**src/rtl/detect_conditioner.sv**
```systemverilog
// rtl/detect_conditioner.sv - debounce/hold conditioner for an asynchronous presence sensor
module detect_conditioner #(
  parameter int DEBOUNCE_CYCLES = 4,
  parameter int HOLD_CYCLES     = 16
) (
  input  logic       clk,
  input  logic       rst,
  input  logic       sensor_raw,
  input  logic       enable,
  input  logic       clear_count,
  output logic       detect,
  output logic       detect_rise,
  output logic [7:0] event_count,
  output logic [1:0] state
);

  typedef enum logic [1:0] {
    IDLE    = 2'd0,
    QUALIFY = 2'd1,
    ACTIVE  = 2'd2,
    HOLD    = 2'd3
  } state_t;

  localparam logic [7:0] DEB_LAST  = 8'(DEBOUNCE_CYCLES - 1);
  localparam logic [7:0] HOLD_LAST = 8'(HOLD_CYCLES - 1);

  state_t     state_q, state_d;
  logic [7:0] cnt_q, cnt_d;
  logic       rise_d;
  logic       sync_meta, sync_in;

  // Synchronizer runs regardless of enable so re-enable sees a fresh level.
  always_ff @(posedge clk or posedge rst) begin
    if (rst) begin
      sync_meta <= 1'b0;
      sync_in   <= 1'b0;
    end else begin
      sync_meta <= sensor_raw;
      sync_in   <= sync_meta;
    end
  end

  always_comb begin
    state_d = state_q;
    cnt_d   = cnt_q;
    rise_d  = 1'b0;
    if (!enable) begin
      state_d = IDLE;
      cnt_d   = 8'd0;
    end else begin
      case (state_q)
        IDLE: begin
          if (sync_in) begin
            state_d = QUALIFY;
            cnt_d   = 8'd1;
          end else begin
            cnt_d = 8'd0;
          end
        end
        QUALIFY: begin
          if (!sync_in) begin
            state_d = IDLE;
            cnt_d   = 8'd0;
          end else if (cnt_q == DEB_LAST) begin
            state_d = ACTIVE;
            cnt_d   = 8'd0;
            rise_d  = 1'b1;
          end else begin
            cnt_d = cnt_q + 8'd1;
          end
        end
        ACTIVE: begin
          if (!sync_in) begin
            state_d = HOLD;
            cnt_d   = 8'd1;
          end
        end
        HOLD: begin
          // A retrigger from HOLD is the same detection, so no rise pulse.
          if (sync_in) begin
            state_d = ACTIVE;
            cnt_d   = 8'd0;
          end else if (cnt_q == HOLD_LAST) begin
            state_d = IDLE;
            cnt_d   = 8'd0;
          end else begin
            cnt_d = cnt_q + 8'd1;
          end
        end
        default: begin
          state_d = IDLE;
          cnt_d   = 8'd0;
        end
      endcase
    end
  end

  always_ff @(posedge clk or posedge rst) begin
    if (rst) begin
      state_q     <= IDLE;
      cnt_q       <= 8'd0;
      detect      <= 1'b0;
      detect_rise <= 1'b0;
    end else begin
      state_q     <= state_d;
      cnt_q       <= cnt_d;
      detect      <= state_d[1];
      detect_rise <= rise_d;
    end
  end

  // Clear wins over a coincident increment; the count saturates at 255.
  always_ff @(posedge clk or posedge rst) begin
    if (rst) begin
      event_count <= 8'd0;
    end else if (clear_count) begin
      event_count <= 8'd0;
    end else if (rise_d && (event_count != 8'hFF)) begin
      event_count <= event_count + 8'd1;
    end
  end

  assign state = state_q;

endmodule

```
**config.mk**
```make
export PLATFORM = sky130hd
export DESIGN_NAME = detect_conditioner
export DESIGN_NICKNAME = d
export VERILOG_FILES = /design/src/rtl/detect_conditioner.sv
export SDC_FILE = /design/constraint.sdc
export NUM_CORES = 1
export LEC_CHECK = 0
export BUFFER_PORTS_ARGS = -buffer_cell sky130_fd_sc_hd__buf_2
export CAP_MARGIN = 15
export CORE_UTILIZATION = 30
export DETAILED_ROUTE_END_ITERATION = 16
export PLACE_DENSITY = 0.48
export SLEW_MARGIN = 10
export SYNTH_ARGS = -nofsm -noshare
export SYNTH_HDL_FRONTEND = slang
export SYNTH_SLANG_ARGS = --single-unit
```
**constraint.sdc**
```tcl
create_clock -name clk -period 7.1 [get_ports clk]
set_clock_uncertainty 0.1 [all_clocks]
set_input_delay 2.13 -clock clk [delete_from_list [all_inputs] [get_ports clk]]
set_output_delay 2.13 -clock clk [all_outputs]
set_load 0.1 [all_outputs]
```
==> results of run 1 <==
[sequential cells by signal (all words and copies together) (netlist names)]
name,count
cnt_q,8
detect_rise,1
event_count,8
state,2
sync_meta,1
sync_in,1
[routing by layer]
layer	wire length, um	global-route usage (%)	vias to the layer above
li1	-	-	515
met1	1330	18.8	505
met2	1190	23.6	18
met3	80	1.91	5
met4	53	7.34	0
met5	0	0	-
[path summary, 6_finish.rpt]
path / start / end / cells past startpoint
max in group asynchronous: rst / event_count[5] / 2
min reg2reg: sync_meta / sync_in / 0
min: sync_meta / sync_in / 0
max reg2reg: cnt_q[1] / event_count[7] / 5
max: enable / event_count[7] / 5
min in group asynchronous: rst / event_count[3] / 2
[power by group]
part,switching (mW),internal (mW)
Clock,0.0418,0.0401
Combinational,0.00905,0.00305
Sequential,0.00166,0.121
[cell type report]
cell class,count,area [um^2]
Timing Repair Buffer,16,80.1
Multi-Input combinational cell,100,616
Sequential cell,21,526
Tap cell,48,60.1
Inverter,5,18.8
Fill cell,414,2400
Clock buffer,4,45.0
[metrics by stage]
step	utilization, %	hold slack (ns)	power [mW]
5_1_grt	35.9	0.272	0.225
3_5_place_dp	34.7	0.244	0.137
4_1_cts	35.9	0.263	0.219
6_report	35.9	0.257	0.216
2_1_floorplan	-	0.231	0.133
3_3_place_gp	34.7	0.241	0.137
[Yosys cell counts, types with 4 or more instances]
cell,n
a21oi_1,7
clkbuf_1,4
dfrtp_1,21
inv_1,5
mux2_2,4
nand2_1,13
nand3_1,9
nor2_1,8
nor2b_1,4
nor3_1,7
o211ai_1,4
o21a_1,4
o21ai_0,7
[worst max-delay path: stages]
cell and delay (ns):
buf_2 0.13, nand2_1 0.07, or4_1 0.67, nor4b_1 0.39
mux2_2 0.38
[cell families after synthesis]
| family | Yosys count | synth area share (%) |
|---|---|---|
| adders and majority gates | 2 | 2.09 |
| muxes | 4 | 3.77 |
| buffers and inverters | 13 | 4.60 |
| AOI/OAI and AO/OA | 32 | 17.5 |
| and+or+nand+nor | 60 | 26.7 |
| DFF | 21 | 43.9 |
| xor gates and xnor gates | 2 | 1.46 |
==> impl_metrics.ini, run 1 <==
[synthesis]
synth_fp_nets = 141
synth-edff-count = 0
synthFlopType = dfrtp_1
async_flop_share_pct = 100
synth_area_leaders = dfrtp_1, nand2_1, nand3_1, mux2_2, a21oi_1
synth_top_area_share_pct = 43.9
ys_types = 37
synth_cells = 134
yosysTopAreaCell = dfrtp_1
yosys_warnings = 0
synth_area_mm2 = 0.00120
ys_seq_area_share_pct = 43.9
syn_area_per_cell_um2 = 8.93
synth_seq_cells = 21

[job]
maxCapViolations = 0

[min_path]
hp-class = register to register

[cts]
cts_root_buf = clkbuf_8
post_cts_buffers = 0
cts_tree = done
worstSkewPairLatency_ns = 0.26
post_cts_resized = 0
cts_buffer_depth = 2
cts_buffers = 3
cts.sinks = 21
htree_levels = 1
path_clk_slew_ns = 0.08
hold_buffers = 0

[final_layout]
finalNetCount = 154
fin_cells = 194
final_cell_mix = dfrtp_1, buf_2, nand2_1
layout-drive-gt1-share_pct = 16.4
fin_area_mm2 = 0.00135
syn2layout_area_growth_pct = 12.4
final_common_cell = dfrtp_1
insertedDiodeCount = 0

[sta]
worst_slew_pin_slew_ns = 0.823
fin_crit_sh_pct = 52.4
post-route-worst-setup-slack_ns = 3.38
hold_viol = 0
fmax_mhz = 269
rsz0062_at_grt = false
finalCriticalPeriod_ns = 3.72
finalMaxSlewViolations = 0
setup_violations = 0
relSlewSlack_pct = 45.1
tns_ns = 0

[pwr]
leakagePower_nw = 0.610
ir_drop_uv = 92.7
power_density_mw_per_mm2 = 161

[setup_path]
crit_path_max_fanout = 10
rrSetupSlack_ns = 4.30
required_ns = 7.15
cp-start-kind = primary input
path_class = primary input to register
cp_data_arrival_time_ns = 3.77
end_kind = register

[global_route]
grt_pass1_wl_mm = 4.71
grt_max_degree = 22
antenna_found_initial = 0
grt-ovfl-total = 0
first_global_vias = 1046
grt_util_all_layers_pct = 14.5

[floorplanning]
dieArea_mm2 = 0.00424
fp.dieH_um = 65.1
start_util_pct = 32.0
die_w_um = 65.1
core_area_mm2 = 0.00374
num_rows = 22
ios = 17

[place]
pre_cts_ws_ns = 3.12
placed_area_mm2 = 0.00130
dp.cells = 190
dp_hpwl_mm = 1.83
gp_congestion = 0.802
port_buffers = 16

[outcome]
status = finished clean

[drt]
vias_per_cell = 5.38
num_vias = 1043
drc = 0
routedWlPerCell_um = 13.7
ant_nets = 0
drt_iter0_markers = 28
first_pass_iters = 4
routed_wirelength_mm = 2.66
Note: power is estimated with default switching activity, not from simulation.
==> run 2: changes to the inputs <==
--- a/config.mk
+++ b/config.mk
@@ -5,6 +5,7 @@
 export SDC_FILE = /design/constraint.sdc
 export NUM_CORES = 1
 export LEC_CHECK = 0
+export ABC_AREA = 1
 export BUFFER_PORTS_ARGS = -buffer_cell sky130_fd_sc_hd__buf_2
 export CAP_MARGIN = 15
 export CORE_UTILIZATION = 30
==> constraint.sdc (replaced) <==
create_clock -name clk -period 3.8 [get_ports clk]
set_clock_uncertainty 0.1 [all_clocks]
set_input_delay 1.14 -clock clk [delete_from_list [all_inputs] [get_ports clk]]
set_output_delay 1.14 -clock clk [all_outputs]
set_load 0.1 [all_outputs]
==> run 2 against run 1 <==
  * Critical endpoint is now detect
  * Area after synthesis up 11%
  * Die area up 10%
  * Sequential power up 110%
  * Wire length up 4.9%
  * Sequential cell count unchanged
  * Worst hold slack worse by 0.0017 ns
  * Clock power up 82%
  * Total power rose to 2.9 times the previous value
  * First-iteration DRC count up 61%
  * Count of clock-buffer cells in the layout down 1
==> impl_metrics.ini, run 2 <==
[synthesis]
ys_seq_area_share_pct = 39.7
synthAdderAreaFrac_pct = 1.89
synth_top_family_by_area = simple AND/OR/NAND/NOR gates
synthTopCellsByCount = nand2_1, nand3_1, dfrtp_1, nor2_1, inv_1
synth_fp_nets = 188
synth_xor_xnor_area_share_pct = 4.63
ys_types = 26
synth_area_leaders = dfrtp_1, nand2_1, nand3_1, nor2_1, inv_1
synth_cells = 181
synthFlopType = dfrtp_1
yosysTopAreaCell = dfrtp_1
yosys_warnings = 0
async_flop_share_pct = 100
yosys.area_share.simple_pct = 39.6
synth-edff-count = 0
synth_top_area_share_pct = 39.7
synth_compound_area_share_pct = 5.48
yosysMostFrequentCell = nand2_1
synth_seq_cells = 21
synth_area_mm2 = 0.00133
synth.area.mux_share_pct = 0
syn_area_per_cell_um2 = 7.32

[setup_path]
reg2reg_depth = 7
crit-reg2reg-launch = sync_in
worstPathCellList = buf_2
end_kind = primary output
required_ns = 2.56
crit_slowest_cell = dfrtp_1
timing.rr.end = cnt_q[2]
rrSetupSlack_ns = 2.12
cp.buffers_inverters = 1
cp-start-kind = register
crit_family = flip-flops
cp_data_arrival_time_ns = 1.28
cp_slowest_stage_delay_ns = 0.53
path_class = register to primary output
crit_path_max_fanout = 9

[pwr]
power_density_mw_per_mm2 = 426
finalPower_uw = 635
ir_drop_uv = 409
leakagePower_nw = 0.793

[floorplanning]
fp.dieH_um = 68.5
die_w_um = 68.5
num_rows = 23
core_area_mm2 = 0.00412
start_util_pct = 32.2
ios = 17
dieArea_mm2 = 0.00469

[place]
gp_congestion = 0.780
dp_hpwl_mm = 2.09
pre_cts_ws_ns = 1.33
port_buffers = 16

[sta]
fin_crit_sh_pct = 66.4
fmax_mhz = 397
relSlewSlack_pct = 45.0
post-route-worst-setup-slack_ns = 1.28
worst_slew_pin_slew_ns = 0.824
finalMaxSlewViolations = 0
setup_violations = 0
tns_ns = 0
rsz0062_at_grt = false
holdWs_ns = 0.255
finalCriticalPeriod_ns = 2.52
hold_viol = 0

[global_route]
first_global_vias = 1050
grt-ovfl-total = 0
antenna_found_initial = 0
grt_util_all_layers_pct = 13.4
grt_max_degree = 22
grt_pass1_wl_mm = 4.59

[cts]
cts_root_buf = clkbuf_8
cts_tree = done
worstSkewPairLatency_ns = 0.26
post_cts_buffers = 0
path_clk_slew_ns = 0.08
cts_buffer_depth = 2
post_cts_resized = 0
cts_buffers = 3
htree_levels = 1
hold_buffers = 0
cts.sinks = 21

[drt]
routed_wirelength_mm = 2.79
num_vias = 1170
ant_nets = 0
first_pass_iters = 4
routedWlPerCell_um = 11.2
drc = 0
vias_per_cell = 4.72
drt_iter0_markers = 45

[final_layout]
syn2layout_area_growth_pct = 12.6
n_fill_cell = 448
layout-drive-gt1-share_pct = 18.7
register_area_um2 = 526
multi_input_area_um2 = 683
finalNetCount = 206
final_common_cell = nand2_1
insertedDiodeCount = 0
final_cell_mix = nand2_1, nand3_1, nor2_1, dfrtp_1, inv_1

[outcome]
status = finished clean

[min_path]
hold_depth = 0
min-delay-start = sync_meta
hp-class = register to register
whs_endpoint = sync_in

[job]
maxCapViolations = 0
[run 2: cell count changes in the layout (fill, tap and decap cells not counted), sizes merged, moves of 4 or more]
| cell | previous run | this run |
|---|---|---|
| nor2 | 8 | 24 |
| nand3 | 9 | 24 |
| nand2 | 13 | 53 |
| o21a | 4 | 0 |
| nor2b | 4 | 0 |
| mux2 | 4 | 0 |
| o211ai | 4 | 0 |
| nor3 | 7 | 2 |
| inv | 5 | 23 |
| xor2 | 0 | 7 |
[run 2: cell type report]
cell class                 instances  area share (%)
multi-input combinational        132            45.8
tap                               50            4.19
sequential                        21            35.2
inverter                          25            6.29
clock buffer                       3            2.77
timing repair buffer              16            5.37
clock inverter                     1           0.336
[run 2: per-stage QoR]
stage                     std cells  area (um^2)  utilization, %
after global routing            248         1490            36.2
after CTS                       248         1490            36.2
after detailed placement        244         1450            35.1
after global placement          244         1450            35.1
after floorplan                 181         1330               -
final                           248         1490            36.2
[run 2: layer usage]
layer	up-vias	wire [um]	share of wire [%]	track usage, %
met5	-	0	0	0
met4	0	21	0.75	4.69
met3	2	104	3.7	2.50
met2	21	1230	44	20.1
met1	533	1430	51	18.9
li1	614	-	-	-
[run 2: cells by family after synthesis]
logic type / Yosys count
and+or+nand+nor: 109
buffers and inverters: 28
DFF: 21
adders and majority gates: 2
AOI/OAI and AO/OA: 14
xor gates and xnor gates: 7
[run 2: worst max-delay path by stage]
stage             start        to  slack, ns  depth (start not counted)
6_report       state[1]    detect       1.28                          1
5_1_grt        state[1]    detect       1.23                          1
4_1_cts        state[1]  state[1]       1.27                          1
3_5_place_dp     enable  cnt_q[2]       1.33                          8
3_3_place_gp     enable  cnt_q[2]       1.40                          8
2_1_floorplan  state[1]  state[1]       1.08                          1
[run 2: worst reg2reg max path, delay by kind of cell, from the launching register on]
family,cells,cell delay (ns)
buf+inv,2,0.28
flops,1,0.46
compound gates,1,0.08
simple gates,4,0.70
[run 2: where the power goes]
group / switching [mW] / internal (mW)
sequential: 0.0255 / 0.237
combinational: 0.181 / 0.0433
clock: 0.0762 / 0.0731
total: 0.282 / 0.353
